**src/rtl/sd_init_sequencer.sv**
```systemverilog
// rtl/sd_init_sequencer.sv - SPI-mode SD card initialisation sequencer
// Drives the SPI comm master through warmup, CMD0, CMD8, CMD55/ACMD41 and CMD58.
module sd_init_sequencer #(
    parameter int WARMUP_CYCLES = 20480,
    parameter int MAX_RETRY     = 255
) (
    input  logic        cpuClock,
    input  logic        nReset,
    input  logic        start,
    input  logic        commFinish,
    input  logic [39:0] readResponse,
    input  logic        errorInterrupt,
    input  logic [3:0]  errorType,
    output logic        commReset,
    output logic        commEnable,
    output logic        spiClockEn,
    output logic        commStart,
    output logic        cmdTransmitBit,
    output logic [5:0]  cmdIndex,
    output logic [31:0] cmdArgument,
    output logic [1:0]  readMode,
    output logic        busy,
    output logic        done,
    output logic        fail,
    output logic [3:0]  failCode,
    output logic [31:0] ocr,
    output logic        isHighCapacity
);

    localparam int WARM_W = (WARMUP_CYCLES > 1) ? $clog2(WARMUP_CYCLES) : 1;
    localparam logic [WARM_W-1:0] WARM_LAST   = WARM_W'(WARMUP_CYCLES - 1);
    localparam logic [7:0]        RETRY_LIMIT = 8'(MAX_RETRY);

    typedef enum logic [2:0] {
        S_IDLE, S_WARMUP, S_ISSUE, S_WAIT_FIN, S_RELEASE, S_CHECK, S_DONE, S_FAIL
    } state_t;

    typedef enum logic [2:0] {
        STEP_CMD0, STEP_CMD8, STEP_CMD55, STEP_ACMD41, STEP_CMD58
    } step_t;

    state_t            state, state_d;
    step_t             step, step_d, issue_step;
    logic [WARM_W-1:0] warm, warm_d;
    logic [7:0]        retry, retry_d, retry_inc;
    logic [39:0]       resp, resp_d;
    logic [39:0]       fields_d;
    logic [7:0]        r1;
    logic              do_issue, fail_now;
    logic [3:0]        fcode;
    logic              start_d, done_d, fail_d, hc_d;
    logic [3:0]        code_d;
    logic [31:0]       ocr_d;
    logic              reset_d, enable_d, spiclk_d, busy_d;

    // errorType is consumed by the top level directly while commEnable is held.
    logic unused_error_type;
    assign unused_error_type = ^errorType;

    assign cmdTransmitBit = 1'b1;
    assign retry_inc      = retry + 8'd1;
    assign r1             = (step == STEP_CMD8 || step == STEP_CMD58) ? resp[39:32] : resp[7:0];

    // {readMode, cmdIndex, cmdArgument} for each step
    function automatic logic [39:0] cmd_fields(input step_t s);
        case (s)
            STEP_CMD0:   return {2'b00, 6'd0,  32'h0000_0000};
            STEP_CMD8:   return {2'b10, 6'd8,  32'h0000_01AA};
            STEP_CMD55:  return {2'b00, 6'd55, 32'h0000_0000};
            STEP_ACMD41: return {2'b00, 6'd41, 32'h4000_0000};
            STEP_CMD58:  return {2'b10, 6'd58, 32'h0000_0000};
            default:     return 40'h0;
        endcase
    endfunction

    always_comb begin
        state_d    = state;
        step_d     = step;
        warm_d     = warm;
        retry_d    = retry;
        resp_d     = resp;
        fields_d   = {readMode, cmdIndex, cmdArgument};
        start_d    = commStart;
        done_d     = done;
        fail_d     = fail;
        code_d     = failCode;
        ocr_d      = ocr;
        hc_d       = isHighCapacity;
        issue_step = step;
        do_issue   = 1'b0;
        fail_now   = 1'b0;
        fcode      = 4'd0;

        case (state)
            S_IDLE, S_DONE, S_FAIL: begin
                if (start) begin
                    state_d = S_WARMUP;
                    warm_d  = '0;
                    step_d  = STEP_CMD0;
                    retry_d = 8'd0;
                    done_d  = 1'b0;
                    fail_d  = 1'b0;
                    code_d  = 4'd0;
                    ocr_d   = 32'h0;
                    hc_d    = 1'b0;
                end
            end
            S_WARMUP: begin
                if (warm == WARM_LAST) do_issue = 1'b1;
                else                   warm_d   = warm + WARM_W'(1);
            end
            S_ISSUE: begin
                if (errorInterrupt) begin fail_now = 1'b1; fcode = 4'd1; end
                else                state_d = S_WAIT_FIN;
            end
            S_WAIT_FIN: begin
                if (errorInterrupt) begin
                    fail_now = 1'b1;
                    fcode    = 4'd1;
                end else if (commFinish) begin
                    resp_d  = readResponse;
                    start_d = 1'b0;
                    state_d = S_RELEASE;
                end
            end
            S_RELEASE: begin
                // Hold off until the master leaves FINISH so it never sees a stale start.
                if (errorInterrupt)   begin fail_now = 1'b1; fcode = 4'd1; end
                else if (!commFinish) state_d = S_CHECK;
            end
            S_CHECK: begin
                case (step)
                    STEP_CMD0: begin
                        if (r1 == 8'h01) begin do_issue = 1'b1; issue_step = STEP_CMD8; end
                        else             begin fail_now = 1'b1; fcode = 4'd2; end
                    end
                    STEP_CMD8: begin
                        if (r1 == 8'h01 && resp[11:0] == 12'h1AA) begin
                            do_issue = 1'b1; issue_step = STEP_CMD55;
                        end else begin
                            fail_now = 1'b1; fcode = 4'd3;
                        end
                    end
                    STEP_CMD55: begin
                        if (r1 == 8'h00 || r1 == 8'h01) begin do_issue = 1'b1; issue_step = STEP_ACMD41; end
                        else                            begin fail_now = 1'b1; fcode = 4'd5; end
                    end
                    STEP_ACMD41: begin
                        if (r1 == 8'h00) begin
                            do_issue = 1'b1; issue_step = STEP_CMD58;
                        end else if (r1 == 8'h01) begin
                            retry_d = retry_inc;
                            if (retry_inc == RETRY_LIMIT) begin fail_now = 1'b1; fcode = 4'd4; end
                            else                          begin do_issue = 1'b1; issue_step = STEP_CMD55; end
                        end else begin
                            fail_now = 1'b1; fcode = 4'd4;
                        end
                    end
                    STEP_CMD58: begin
                        if (r1 != 8'h00)    begin fail_now = 1'b1; fcode = 4'd6; end
                        else if (!resp[31]) begin fail_now = 1'b1; fcode = 4'd7; end
                        else begin
                            state_d = S_DONE;
                            done_d  = 1'b1;
                            ocr_d   = resp[31:0];
                            hc_d    = resp[30];
                        end
                    end
                    default: state_d = S_IDLE;
                endcase
            end
            default: state_d = S_IDLE;
        endcase

        if (do_issue) begin
            state_d  = S_ISSUE;
            step_d   = issue_step;
            fields_d = cmd_fields(issue_step);
            start_d  = 1'b1;
        end
        if (fail_now) begin
            state_d = S_FAIL;
            fail_d  = 1'b1;
            code_d  = fcode;
            start_d = 1'b0;
        end

        reset_d  = (state_d == S_IDLE) || (state_d == S_FAIL);
        enable_d = (state_d != S_IDLE);
        spiclk_d = !((state_d == S_IDLE) || (state_d == S_FAIL));
        busy_d   = !((state_d == S_IDLE) || (state_d == S_DONE) || (state_d == S_FAIL));
    end

    always_ff @(posedge cpuClock or negedge nReset) begin
        if (!nReset) begin
            state          <= S_IDLE;
            step           <= STEP_CMD0;
            warm           <= '0;
            retry          <= 8'd0;
            resp           <= 40'h0;
            commReset      <= 1'b1;
            commEnable     <= 1'b0;
            spiClockEn     <= 1'b0;
            commStart      <= 1'b0;
            cmdIndex       <= 6'd0;
            cmdArgument    <= 32'h0;
            readMode       <= 2'b00;
            busy           <= 1'b0;
            done           <= 1'b0;
            fail           <= 1'b0;
            failCode       <= 4'd0;
            ocr            <= 32'h0;
            isHighCapacity <= 1'b0;
        end else begin
            state          <= state_d;
            step           <= step_d;
            warm           <= warm_d;
            retry          <= retry_d;
            resp           <= resp_d;
            commReset      <= reset_d;
            commEnable     <= enable_d;
            spiClockEn     <= spiclk_d;
            commStart      <= start_d;
            readMode       <= fields_d[39:38];
            cmdIndex       <= fields_d[37:32];
            cmdArgument    <= fields_d[31:0];
            busy           <= busy_d;
            done           <= done_d;
            fail           <= fail_d;
            failCode       <= code_d;
            ocr            <= ocr_d;
            isHighCapacity <= hc_d;
        end
    end

endmodule

```
**config.mk**
```make
export PLATFORM = sky130hd
export DESIGN_NAME = sd_init_sequencer
export DESIGN_NICKNAME = d
export VERILOG_FILES = /design/src/rtl/sd_init_sequencer.sv
export SDC_FILE = /design/constraint.sdc
export NUM_CORES = 1
export LEC_CHECK = 0
export CORE_ASPECT_RATIO = 1.2
export CORE_UTILIZATION = 46
export CTS_CLUSTER_SIZE = 25
export DETAILED_ROUTE_END_ITERATION = 10
export PLACE_DENSITY = 0.77
export REMOVE_ABC_BUFFERS = 1
export SYNTH_ARGS = -nofsm -noshare
export SYNTH_HDL_FRONTEND = slang
export SYNTH_SLANG_ARGS = --single-unit
export TNS_END_PERCENT = 1
```
**constraint.sdc**
```tcl
create_clock -name cpuClock -period 2.2 [get_ports cpuClock]
set_input_delay 0.44 -clock cpuClock [delete_from_list [all_inputs] [get_ports cpuClock]]
set_output_delay 0.44 -clock cpuClock [all_outputs]
set_load 0.005 [all_outputs]
```
; Word level (Yosys, flattened, before mapping)
; Index checks and enable logic that the tools add are counted.
[classes]
addsub = 2
eq_ne = 30
mux = 88
bitwise_logic = 1
n_reduce_logical = 32
[ops]
columns = op, count
row1 = 40-bit one-hot mux with 4 select lines, 1
row2 = 32-bit 2-to-1 mux, 4
row3 = 3-bit 2-to-1 mux, 24
row4 = 32-bit one-hot mux with 2 select lines, 1
row5 = 8-bit 2-to-1 mux, 5
row6 = 1-bit 2-to-1 mux, 31
row7 = 15-bit 2-to-1 mux, 2
row8 = 15-bit one-hot mux with 2 select lines, 1
row9 = 3-bit equality test (second input constant), 8
row10 = 4-bit 2-to-1 mux, 5
row11 = 4-bit one-hot mux with 5 select lines, 1
row12 = 3-bit by 2-bit equality test with 1-bit output (second input constant), 6
row13 = 8-bit one-hot mux with 2 select lines, 1
row14 = 15-bit by 1-bit adder with 15-bit output (second input constant), 1
row15 = 15-bit equality test (second input constant), 1
row16 = 3-bit one-hot mux with 5 select lines, 1
row17 = 2-bit != test (second input constant), 7
row18 = 12-bit by 9-bit equality test with 1-bit output (second input constant), 1
row19 = 3-bit one-hot mux with 4 select lines, 1
row20 = 2-bit nonzero test, 6
row21 = 5-bit AND reduction, 2
row22 = 3-bit by 1-bit equality test with 1-bit output (second input constant), 3
row23 = 3-bit zero test, 3
row24 = 3-bit AND reduction, 3
row25 = other kinds (21), 34
[totals]
regBits = 153
input_bits = 49
output_inout_bits = 85
wordCells = 171

; Longest topological paths before layout
[logic_depth]
word_depth = 14
mapped_depth = 10
ltp_nobuf = 8

; Worst setup path after synthesis
; Ideal clock, no wire load.
[synth_path]
path_kind = reg-to-reg
startpoint = reg retry[0]
endpoint = reg failCode[2]
arrival_time_ns = 2.278
required_time_ns = 2.074
path_slack_ns = -0.205
stages_incl_launch_ff = 8
path_cell_list = dfrtp_1 > ha_1 > nor4_1 > nor3_1 > or4_1 > a31o_2 > o211a_4 > a311o_1
[synth_via]
elab_chain_len = 9
word_cells_on_any_way = 16
[synth_rtl]
columns = item, line_no
row1 = from (decl), 45  ; logic [7:0] retry, retry_d, retry_inc;
row2 = from (signal assigned), 218  ; retry <= retry_d;
row3 = 8-bit by 1-bit adder with 8-bit output (*), 61  ; assign retry_inc = retry + 8'd1;
row4 = 8-bit equality test (*), 153  ; if (retry_inc == RETRY_LIMIT) begin fail_now = 1'b1; fcode = 4'd4; end
row5 = 1-bit 2-to-1 mux, 153
row6 = 1-bit 2-to-1 mux, 151  ; end else if (r1 == 8'h01) begin
row7 = 1-bit 2-to-1 mux, 149  ; if (r1 == 8'h00) begin
row8 = 1-bit one-hot mux with 5 select lines, 132  ; case (step)
row9 = 1-bit one-hot mux with 2 select lines, 94  ; case (state)
row10 = 2-bit nonzero test (no source line), n/a
row11 = 2-bit AND reduction (no source line), n/a
row12 = to (signal assigned), 230  ; failCode <= code_d;
row13 = to (decl), 25  ; output logic [3:0] failCode,
; Mark *: on every way between the ends. The rest lies on a longest branch, timed or not.
; A chain may end at the register's enable or synchronous reset.

; Final worst setup path
[layout_path]
startpoint = reg step[2]
endpoint = reg failCode[2]
[layout_via]
elab_chain_len = 10
word_cells_on_any_way = 30
[layout_rtl]
columns = item, line_no
row1 = from (decl), 43  ; step_t step, step_d, issue_step;
row2 = from (signal assigned), 216  ; step <= step_d;
row3 = 3-bit by 1-bit equality test with 1-bit output or 3-bit equality test (tied branches), "62, 132"
row4 = 1-bit logical OR, 62  ; assign r1 = (step == STEP_CMD8 || step == STEP_CMD58) ? resp[39:32] : resp[7:0];
row5 = 8-bit 2-to-1 mux, 62
row6 = 8-bit by 1-bit equality test with 1-bit output or 8-bit zero test (tied branches), n/a
row7 = 1-bit 2-to-1 mux (tied with other cells), 151
row8 = 1-bit 2-to-1 mux (on tied branches), "149, 138, 145"
row9 = 1-bit one-hot mux with 5 select lines, 132
row10 = 1-bit one-hot mux with 2 select lines, 94
row11 = 2-bit nonzero test (no source line), n/a
row12 = 2-bit AND reduction (no source line), n/a
; Several ways; a longest one is shown, not always the timed one.

==> results.toml <==
[run_status]
status = "finished with violations"
violations = "negative hold slack, negative setup slack"

[yosys]
synth_edf_count = 0
synth_cell_types = 66
synth_largest_area_cell = "dfrtp_1"
netlist_instances = 571
ys_warn_count = 0
netlist_area_um2 = 5800
seq_area_frac_synth = 0.509
synthDominantCellAreaShare = 0.505
async_reset_ff_frac = 1.00
synth_ff_type = "dfrtp_1"
ys_ff_latch = 118
syn_avg_cell_area_um2 = 10.2
ys_top_cells_by_area = "dfrtp_1, mux2_2, nand2_1, buf_4, o21ai_0"

[place]
place_area_um2 = 7270
dpl.hpwl_mm = 9.75
dp_cells = 865
port_buffers = 100
place.gp.congestion = 0.853
pre_cts_slack_ns = -0.336

[pwr]
p_per_area_nw_per_um2 = 1030
power_mw = 8.45
ir_drop_uv = 813
p_leak_nw = 3.64

[floorplan]
core_area_um2 = 12200
die_w_um = 105
start_util = 0.475
ios = 134
die_area_um2 = 13100
fp.dieH_um = 125
core.rowCount = 44

[setup_path]
crit_fanout = 5
rr_endpoint = "failCode[2]"
path_class = "register to register"
critPathArrivalTime_ns = 2.68
r2r_slack_ns = -0.18
crit_path_end_kind = "register"
critPathRequiredTime_ns = 2.50
ff2ff_path_depth = 8
critPathLaunch = "step[2]"
cp-start-kind = "register"
critical_path.endpoint = "failCode[2]"
r2r-start = "step[2]"

[clock_tree]
cts_buffers = 17
cts_tree = "built"
cts.sinks = 118
cts.clk_slew.worst_paths_ns = 0.06
cts-htree-levels = 4
clk-insertion-delay-late_ns = 0.41
clockBufferDepth = 2
cts_root_buf = "clkbuf_16"

[timing]
holdWs_ns = -0.0117
slew_violations = 0
setup_tns_ns = -5.31
rsz0062_at_grt = "yes"
max_slew_margin = 0.653
fin_skew_ns = 0.00765
setup_viol = 58
worstMarginPinSlew_ns = 0.514
setup_ws_ns = -0.185
fmax_mhz = 419
period_minus_slack_ns = 2.38
final_hold_viol_count = 16
fin_crit_sh = 1.08

[hold_path]
hp-class = "input port to asynchronous set/reset pin"

[finish]
fin_util = 0.668
fillers = 905
area_growth_pct = 40.8
layout.cells.non_filler = 905
final_common_cell = "dfrtp_1"
design_area_um2 = 8170
final_nets = 783
drive_gt1_frac = 0.265
final_cell_mix = "dfrtp_1, clkdlybuf4s50_1, nand2_1, buf_4, mux2_2"
n_antenna_cell = 0

[global_routing]
track_usage = 0.235
grt_max_degree = 48
grt_overflow_total = 0
antenna_found_initial = 0
grt_first_pass_wirelength_mm = 24.4
grt_pass1_vias = 4950

[routing]
wl_per_cell_um = 16.4
drt_wl_total_mm = 14.9
drtAntennaViolNets = 0
via_per_inst = 5.38
drt_iter0_markers = 284
drc = 0
first_pass_iters = 5
via_count = 4868

[flow_run]
maxCapViolCount = 0
synth_stat cells (7+ instances only):
cell type,n
nand3_1,11
nand2_1,90
dfrtp_1,117
a21oi_1,7
xor2_1,9
nor2_1,38
nor3_1,8
mux2_2,42
clkbuf_1,19
inv_1,13
buf_4,39
o21ai_0,55
nand4_1,9
worst min path at each step:
stage                     startpoint  endpoint  slack, ns  cells after the start
after floorplan               nReset      busy       0.14                      0
after global placement        nReset    ocr[9]       0.42                      1
after CTS                     nReset    ocr[9]      0.004                      1
after global routing          nReset    ocr[8]       0.03                      1
final                         nReset    ocr[8]      -0.01                      1
after detailed placement      nReset    ocr[9]       0.44                      1
worst max-delay path, stage by stage (launching register included):
cell      delay, ns
dfrtp_2        0.44
xnor2_4        0.28
nor4_4         0.09
buf_4          0.16
or2_4          0.25
a311oi_4       0.36
o21ai_2        0.13
o211a_4        0.29
a311o_1        0.26
routing by layer:
metal / vias to the layer above / GRT usage / share of wire
met3: 29 / 0.0699 / 0.060
met2: 173 / 0.406 / 0.51
met1: 2394 / 0.280 / 0.41
met5: - / 0 / 0
li1: 2272 / - / -
met4: 0 / 0.0765 / 0.020
power breakdown:
part / internal (mW) / switching (mW) / total (mW)
sequential: 2.70 / 0.352 / 3.05
clock: 1.69 / 1.08 / 2.77
combinational: 1.43 / 1.20 / 2.63
flip-flops by register name, indices dropped and copies added, names as in the netlist, 2 cells and up:
| name | flops |
|---|---|
| resp | 40 |
| step | 3 |
| retry | 8 |
| cmdArgument | 2 |
| cmdIndex | 5 |
| warm | 15 |
| failCode | 3 |
| ocr | 30 |
| state | 3 |
layout make-up:
| class | count | area (um^2) | area share |
|---|---|---|---|
| flip-flops and latches | 118 | 2960 | 0.362 |
| inverters | 13 | 48.8 | 0.00597 |
| repair buffers | 176 | 1640 | 0.201 |
| well taps | 161 | 201 | 0.0247 |
| clock inverters | 15 | 170 | 0.0208 |
| clock buffers | 17 | 425 | 0.0521 |
| multi-input cells | 405 | 2730 | 0.334 |
cell families after synthesis:
logic type	Yosys count	share of synthesized area
simple gates	202	0.165
fa+ha+maj	3	0.00647
compound gates	114	0.135
other cells	2	0.00129
mux	44	0.0850
xor+xnor	12	0.0194
flops	118	0.509
buf+inv	76	0.0777
what timing repair did:
action	in CTS	in global routing
endpoints found under the setup margin	63	65
cloned	2	0
buffers inserted	3	3
pin swaps	15	5
gates resized for setup	46	21
hold buffers	0	0
Power figures use the tool's default switching activity.
